--- src/rtl/gp_regfile_sb.sv ---
// Parametrised register file: two forwarding read ports, a per-register busy scoreboard
// and a sequenced clear engine that re-initialises storage without reset.
module gp_regfile_sb #(
  parameter int unsigned   DW        = 32,
  parameter int unsigned   DEPTH     = 16,
  parameter int unsigned   AW        = 4,
  parameter int unsigned   LANES     = 2,
  parameter logic [DW-1:0] RESET_VAL = '0,
  parameter bit            ZERO_R0   = 1'b0
) (
  input  logic             clk,
  input  logic             rst,
  input  logic             wen_i,
  input  logic [AW-1:0]    w_idx_i,
  input  logic [DW-1:0]    wdata_i,
  input  logic [LANES-1:0] w_lane_i,
  input  logic             w_release_i,
  input  logic             claim_i,
  input  logic [AW-1:0]    claim_idx_i,
  input  logic [AW-1:0]    ra_idx_i,
  input  logic             ren_a_i,
  input  logic [AW-1:0]    rb_idx_i,
  input  logic             ren_b_i,
  output logic [DW-1:0]    rdata_a_o,
  output logic [DW-1:0]    rdata_b_o,
  output logic             busy_a_o,
  output logic             busy_b_o,
  input  logic             clr_req_i,
  output logic             clr_busy_o,
  output logic             clr_done_o,
  output logic             wr_ready_o
);

  localparam int unsigned LW = DW / LANES;

  typedef enum logic [1:0] {StIdle, StSweep, StDone} state_e;

  state_e            state_q, state_d;
  logic [AW-1:0]     cnt_q, cnt_d;
  logic [DW-1:0]     regs_q [DEPTH];
  logic [DEPTH-1:0]  busy_q;
  logic [DW-1:0]     wmask;
  logic              wr_ready;
  logic [DEPTH-1:0]  wr_hit, clm_hit, rel_hit;

  assign wr_ready   = (state_q == StIdle);
  assign wr_ready_o = wr_ready;
  assign clr_busy_o = (state_q == StSweep);
  assign clr_done_o = (state_q == StDone);

  always_comb begin
    wmask = '0;
    for (int k = 0; k < LANES; k++) begin
      wmask[k*LW +: LW] = {LW{w_lane_i[k]}};
    end
  end

  // Per-register accept decode; out-of-range indices never match any entry.
  always_comb begin
    wr_hit  = '0;
    clm_hit = '0;
    rel_hit = '0;
    for (int i = 0; i < DEPTH; i++) begin
      if (!(ZERO_R0 && i == 0)) begin
        wr_hit[i]  = wen_i && wr_ready && (w_idx_i == AW'(i));
        clm_hit[i] = claim_i && wr_ready && (claim_idx_i == AW'(i));
        rel_hit[i] = wr_hit[i] && w_release_i;
      end
    end
  end

  always_comb begin
    rdata_a_o = RESET_VAL;
    busy_a_o  = 1'b0;
    for (int i = 0; i < DEPTH; i++) begin
      if (!rst && ren_a_i && (ra_idx_i == AW'(i)) && !(ZERO_R0 && i == 0)) begin
        rdata_a_o = wr_hit[i] ? ((regs_q[i] & ~wmask) | (wdata_i & wmask)) : regs_q[i];
        busy_a_o  = busy_q[i];
      end
    end
  end

  always_comb begin
    rdata_b_o = RESET_VAL;
    busy_b_o  = 1'b0;
    for (int i = 0; i < DEPTH; i++) begin
      if (!rst && ren_b_i && (rb_idx_i == AW'(i)) && !(ZERO_R0 && i == 0)) begin
        rdata_b_o = wr_hit[i] ? ((regs_q[i] & ~wmask) | (wdata_i & wmask)) : regs_q[i];
        busy_b_o  = busy_q[i];
      end
    end
  end

  always_comb begin
    state_d = state_q;
    cnt_d   = cnt_q;
    case (state_q)
      StIdle: begin
        if (clr_req_i) begin
          state_d = StSweep;
          cnt_d   = '0;
        end
      end
      StSweep: begin
        cnt_d = cnt_q + AW'(1);
        if (cnt_q == AW'(DEPTH - 1)) begin
          state_d = StDone;
          cnt_d   = '0;
        end
      end
      StDone:  state_d = StIdle;
      default: state_d = StIdle;
    endcase
  end

  always_ff @(posedge clk or posedge rst) begin
    if (rst) begin
      state_q <= StIdle;
      cnt_q   <= '0;
      busy_q  <= '0;
      for (int i = 0; i < DEPTH; i++) begin
        regs_q[i] <= RESET_VAL;
      end
    end else begin
      state_q <= state_d;
      cnt_q   <= cnt_d;
      for (int i = 0; i < DEPTH; i++) begin
        if (state_q == StSweep && cnt_q == AW'(i)) begin
          regs_q[i] <= RESET_VAL;
          busy_q[i] <= 1'b0;
        end else begin
          if (wr_hit[i]) begin
            regs_q[i] <= (regs_q[i] & ~wmask) | (wdata_i & wmask);
          end
          // A claim in the same cycle as a release marks the new producer.
          if (clm_hit[i]) begin
            busy_q[i] <= 1'b1;
          end else if (rel_hit[i]) begin
            busy_q[i] <= 1'b0;
          end
        end
      end
    end
  end

endmodule

--- config.mk ---
export PLATFORM = sky130hd
export DESIGN_NAME = gp_regfile_sb
export DESIGN_NICKNAME = d
export VERILOG_FILES = /design/src/rtl/gp_regfile_sb.sv
export SDC_FILE = /design/constraint.sdc
export NUM_CORES = 2
export LEC_CHECK = 0
export ABC_AREA = 1
export CORE_MARGIN = 2
export CORE_UTILIZATION = 62
export CTS_CLUSTER_DIAMETER = 120
export CTS_CLUSTER_SIZE = 25
export DETAILED_ROUTE_END_ITERATION = 12
export PLACE_DENSITY = 0.81
export SLEW_MARGIN = 10
export SYNTH_ARGS = -nofsm -noshare
export SYNTH_HDL_FRONTEND = slang
export SYNTH_SLANG_ARGS = --single-unit
--- constraint.sdc ---
create_clock -name clk -period 19.9 [get_ports clk]
set_clock_uncertainty 0.15 [all_clocks]
set_input_delay 1.99 -clock clk [delete_from_list [all_inputs] [get_ports clk]]
set_output_delay 1.99 -clock clk [all_outputs]
set_load 0.005 [all_outputs]
-- After elaboration in Yosys (flattened, before gate mapping)
Index checks and enable logic that the tools add are counted.
- latch bits: 0
- memory bits (writable): 0
- logic and storage cells: 424
- register bits: 534
- output and inout bits: 69
- input port bits: 58
- memory bits (read-only): 0
- memories kept: 0
- multiplexer cells: 150
- order comparisons: 0
- reduce and logical (&&, ||, !) cells: 126
- bitwise gates (word level): 34
- divide/modulo/power cells: 0
- add/sub/neg operators: 1
- shift-type cells: 0
- multipliers: 0
- equal/unequal tests: 79
- operators by type and width (operator ; number):
    $mux W32 ; 64
    $and A32 B32 Y32 ; 17
    $or A32 B32 Y32 ; 16
    $eq A4 B4 Y1 const B ; 40
    $logic_and A1 B1 Y1 ; 100
    $eq A4 B3 Y1 const B ; 20
    $mux W1 ; 80
    $reduce_bool A3 Y1 ; 16
    $eq A4 B2 Y1 const B ; 10
    $not A32 Y32 ; 1
    $eq A4 B1 Y1 const B ; 5
    $logic_not A4 Y1 ; 5
    $mux W4 ; 2
    $pmux W4 S2 ; 1
    $add A4 B1 Y4 const B ; 1
    $mux W2 ; 2
    $pmux W2 S2 ; 1
    $reduce_and A2 Y1 ; 2
    $eq A2 B1 Y1 const B ; 1
    $eq A2 B2 Y1 const B ; 1
    $logic_not A2 Y1 ; 1
    $ne A2 B1 Y1 const B ; 1
    $ne A2 B2 Y1 const B ; 1
    $reduce_bool A2 Y1 ; 1
    $logic_not A1 Y1 ; 1

-- Logic depth before layout (Yosys ltp)
- word-level depth: 20
- mapped depth: 19
- gate-level depth less buffers: 17

-- Worst setup path after synthesis
No wires, ideal clock.
- kind: input to output
- start: in w_idx_i[3]
- end: out rdata_b_o[14]
- setup slack: 14244 ps
- stages: 17
- arrival: 3516 ps
- path buffers: 3
- cells stage by stage: buf_4 -> inv_2 -> nand2_2 -> nor2_1 -> nand2_1 -> buf_4 -> buf_2 -> nand2_1 -> o21ai_0 -> nand2_1 -> nand3_1 -> nor2_1 -> nand3_1 -> nand2_1 -> nand4_1 -> nand2_1 -> nand4_1
- word-level cells in the longest chain between the ends: 19
- elaborated cells between the ends (all ways): 64
- RTL lines (what ; RTL line ; source):
    start, declared ; 14 ; input logic [AW-1:0] w_idx_i,
    $logic_not A4 Y1 ; 65 ; wr_hit[i] = wen_i && wr_ready && (w_idx_i == AW'(i));
    $logic_and A1 B1 Y1 ; 65 ;
    $mux W32 ; 88 ; rdata_b_o = wr_hit[i] ? ((regs_q[i] & ~wmask) | (wdata_i & wmask)) : regs_q[i];
    $mux W32 (15 in series) ; 87 ; if (!rst && ren_b_i && (rb_idx_i == AW'(i)) && !(ZERO_R0 && i == 0)) begin
    $mux W32 (*) ; 87 ;
    end, declared ; 25 ; output logic [DW-1:0] rdata_b_o,
Mark *: on every way between the ends. The rest lies on a longest branch, timed or not.

-- Worst setup path in the final report
- start: in wen_i
- end: out rdata_b_o[14]
- word-level cells in the longest chain between the ends: 19
- elaborated cells between the ends (all ways): 49
- RTL lines (what ; RTL line ; source):
    start, declared ; 13 ; input logic wen_i,
    $logic_and A1 B1 Y1 (*) ; 65 ;
    $logic_and A1 B1 Y1 ; 65 ;
    $mux W32 ; 88 ;
    $mux W32 (15 in series) ; 87 ;
    $mux W32 (*) ; 87 ;
Marked as above.

==> results.md <==
- Run status: completed
- Netlist cell types: 31
- Chip height: roughly 240 um
- PortBufs: roughly 130
- Ys Warns: 0
- WL/cell: ~20 um
- DR pass1 iterations: 6
- Critical path class: primary input to output port
- Clock Latency Late Sink: roughly 0.61 ns
- Hold buffer count at cts: 0
- Overall routed net length: between 100 and 150 mm
- Crit-path slowest cell: buf_4
- Synth Flop Type: dfrtp_1
- Finish-stage setup viols: 0
- # Max-Cap Violations: 0
- Syn-to-layout area delta: 6.77%
- Post-synthesis adder-cell area fraction: less than 1%
- Synth Area in XOR/XNOR: 0%
- Critical Path Sink Type: output port
- Area leader, netlist: dfrtp_1
- CP top delay family: buffers and inverters
- Ratio of cells with drive above 1 in the final layout: 3.97%
- Initial antenna violation count: 1
- Power Total: 3.30 mW
- Area contributors post-synth: dfrtp_1 40%, nand2_1 20%, inv_1 9.0%
- Setup TNS: 0 ns
- Final Hold Fails: 0
- Number of synthesized flops with an enable pin: 0
- Post-route antenna net violation count: 0
- Gr usage total: 41.6%
- Unrepaired setup endpoints after global routing: no
- Final Max Slew Viols: 0
- Post-synthesis compound-gate area fraction: ~13%
- Post-Synthesis Cell Area: roughly 34,000 sq um
- Average instance area after synthesis: approximately 6.3 sq um
- CTS tree: yes
- Async S/R FF share, synth: between 90% and 100%
- Synth cell count leaders: 1,749 x nand2_1, 809 x inv_1, 672 x nor2_1, 534 x dfrtp_1, 301 x a21oi_1
- Count leader, synth: nand2_1
- Die X: about 240 um
- Tmin final: 8.76 ns
- Routability cong.: ~0.98
- Largest net degree at the start of global routing: 110
- Worst Path Buf+Inv: 6
- Setup crit start kind: primary input
- H-tree depth: 1
- Root buffer cell: clkbuf_16
- Vias in the first global route: ~32,000
- Worst hold path class: flip-flop to flip-flop
- Seq/Total Area, Yosys: between 30 and 40%
- Cts repair resizes: 0
- Core Box Area: roughly 54,000 sq um
- Total die area: about 56,000 sq um
- Simple-Gate Fraction of Synth Area: 34.5%
- Syn_nets: between 5,000 and 6,000
- Seq cells post-synth: 534
- VDD IR max: around 0.00007 V
- Clk buf depth: 3
- Crit-path max cell delay: 0.59 ns
- Multiplexer share of the synthesized area: 0%
- CTS buffer count: 25
- Main combinational cell family by area after synthesis: simple AND/OR/NAND/NOR gates
- CP Data Arrival Time: 6.62 ns
- First-pass GRT wire length: 183 mm
- Initial Util: a little over three fifths
- Layout filler cell count: 4,815
- Post-CTS setup repair buffer count: 0
- Worst-path fanout max: 50
- Max-slew headroom: under 10%
- Post-synth top area share: about two fifths
- Critical Path RT: approximately 18 ns
- Initial drt markers: slightly below 6,000
- CTS sink count: 534
- Crit path cell chain: clkdlybuf4s50_1, inv_1, nor2_4, buf_4, buf_4, nand2_1, buf_4, nand2_1, nand2_1, nand2_1, nand2_1, nor2_1, nand3_1, nor2_1, nand3_1, nand2_1, nand4_1, nand2_1, nand4_1, clkdlybuf4s50_1
- Std-Cell Rows: 85
- Residual DRC: 0
- Cells after Synth: 5,292
- Fmax: ~0.11 GHz
- Critical path's most frequent cell: nand2_1
- Post-DR vias/cell: 6.05
- Worst-path clk slew: approximately 0.1 ns
- DR vias: between 30,000 and 40,000
- NumNets Final: 5,272
- Hpwl dp: 78.3 mm
- # IOs: approximately 130
- Worst Tran Pin Value: about 1.4 ns
- Lkg Pwr: roughly 18 nW
- Fin crit share: 44.0%
- PD cells: around 92 nW/um^2
- Gr ovfl total: 0
==> worst reg2reg max path, stage by stage (launching register included) <==
cell and delay (ns):
dfrtp_1 0.43, nor2_2 0.16, nand2_1 0.21, nor3_2 0.32
nand2_1 0.54, inv_1 0.17, buf_4 0.30, nand2_1 0.47
a22oi_1 0.53, nor2_1 0.07
==> layout by cell type, fill, tap and decap left out, types with 2 or more instances in the layout <==
cell	netlist	layout
a21boi_0	7	7
or2_2	8	8
nor2_4	9	22
inv_1	809	808
dfrtp_1	534	534
a22oi_1	23	23
inv_2	13	12
nor2_2	15	45
buf_4	5	79
o21ai_0	128	128
clkbuf_16	0	25
nor2_1	672	629
nand4_4	3	3
clkdlybuf4s50_1	0	126
nand2_2	7	8
nand4_1	103	103
diode_2	0	3
ha_1	4	4
o22ai_1	276	276
a21oi_1	301	301
o21ai_1	19	19
clkinv_2	0	2
nand3_1	285	285
nor3_1	6	6
nand2_1	1749	1748
==> where the power goes <==
group | internal (mW) | leakage [nW] | switching (mW)
logic | 0.369 | 10.6 | 0.809
clock network | 0.228 | 0.315 | 0.375
registers | 1.41 | 7.16 | 0.110
==> sequential cells by signal, summed over array words and instances, names as in the netlist <==
signal,flops
busy_q,16
cnt_q,4
state_q,2
regs_q,512
==> layer usage <==
metal | vias to the layer above | share of wire (%) | track usage [%]
li1 | 16200 | - | -
met1 | 16300 | 39 | 59.7
met2 | 2871 | 41 | 59.3
met3 | 327 | 17 | 13.3
met4 | 2 | 3.7 | 14.2
met5 | - | 0.061 | 0
==> stage by stage <==
| step | cell area, sq um | util, % | setup slack [ns] | std cells | hold slack [ns] |
|---|---|---|---|---|---|
| global placement | 35200 | 65.5 | 11.45 | 5879 | 0.352 |
| detailed placement | 35200 | 65.5 | 11.43 | 5879 | 0.358 |
| floorplan | 33600 | - | 2.84 | 5292 | 0.335 |
| global route | 35800 | 66.7 | 10.96 | 5905 | 0.433 |
| finish | 35800 | 66.7 | 11.14 | 5908 | 0.379 |
| CTS | 35800 | 66.7 | 11.40 | 5905 | 0.386 |
==> path summary, 6_finish.rpt <==
check / start / endpoint / slack (ns) / depth (start not counted)
worst min-delay path: regs_q[9]$_DFF_PP0_ / regs_q[9]$_DFF_PP0_ / 0.38 / 2
worst max register to register: state_q[0]$_DFFE_PP0P_ / regs_q[3]$_DFF_PP0_ / 16.44 / 9
max in group asynchronous: rst / regs_q[376]$_DFF_PP0_ / 15.36 / 4
worst max-delay path: wen_i / rdata_b_o[14] / 11.14 / 20
worst min register to register: regs_q[9]$_DFF_PP0_ / regs_q[9]$_DFF_PP0_ / 0.38 / 2
min in group asynchronous: rst / regs_q[64]$_DFF_PP0_ / 1.78 / 2
==> logic make-up (layout without fill, tap and decap cells) <==
group | count (synthesis) | in the layout
compound gates | 756 | 756
fa+ha+maj | 4 | 4
other cells | 0 | 3
simple gates | 2860 | 2860
buf+inv | 1138 | 1055
flops | 534 | 534
==> layout make-up <==
type / instances / area [sq um] / share of cell area (%)
clock buffers: 25 / 626 / 1.75
flip-flops and latches: 534 / 13400 / 37.3
diodes: 3 / 7.51 / 0.0209
inverters: 824 / 3100 / 8.66
clock inverters: 1 / 16.3 / 0.0454
multi-input cells: 3620 / 16000 / 44.6
well taps: 696 / 871 / 2.43
repair buffers: 205 / 1850 / 5.17
Note: power is estimated with default switching activity, not from simulation.
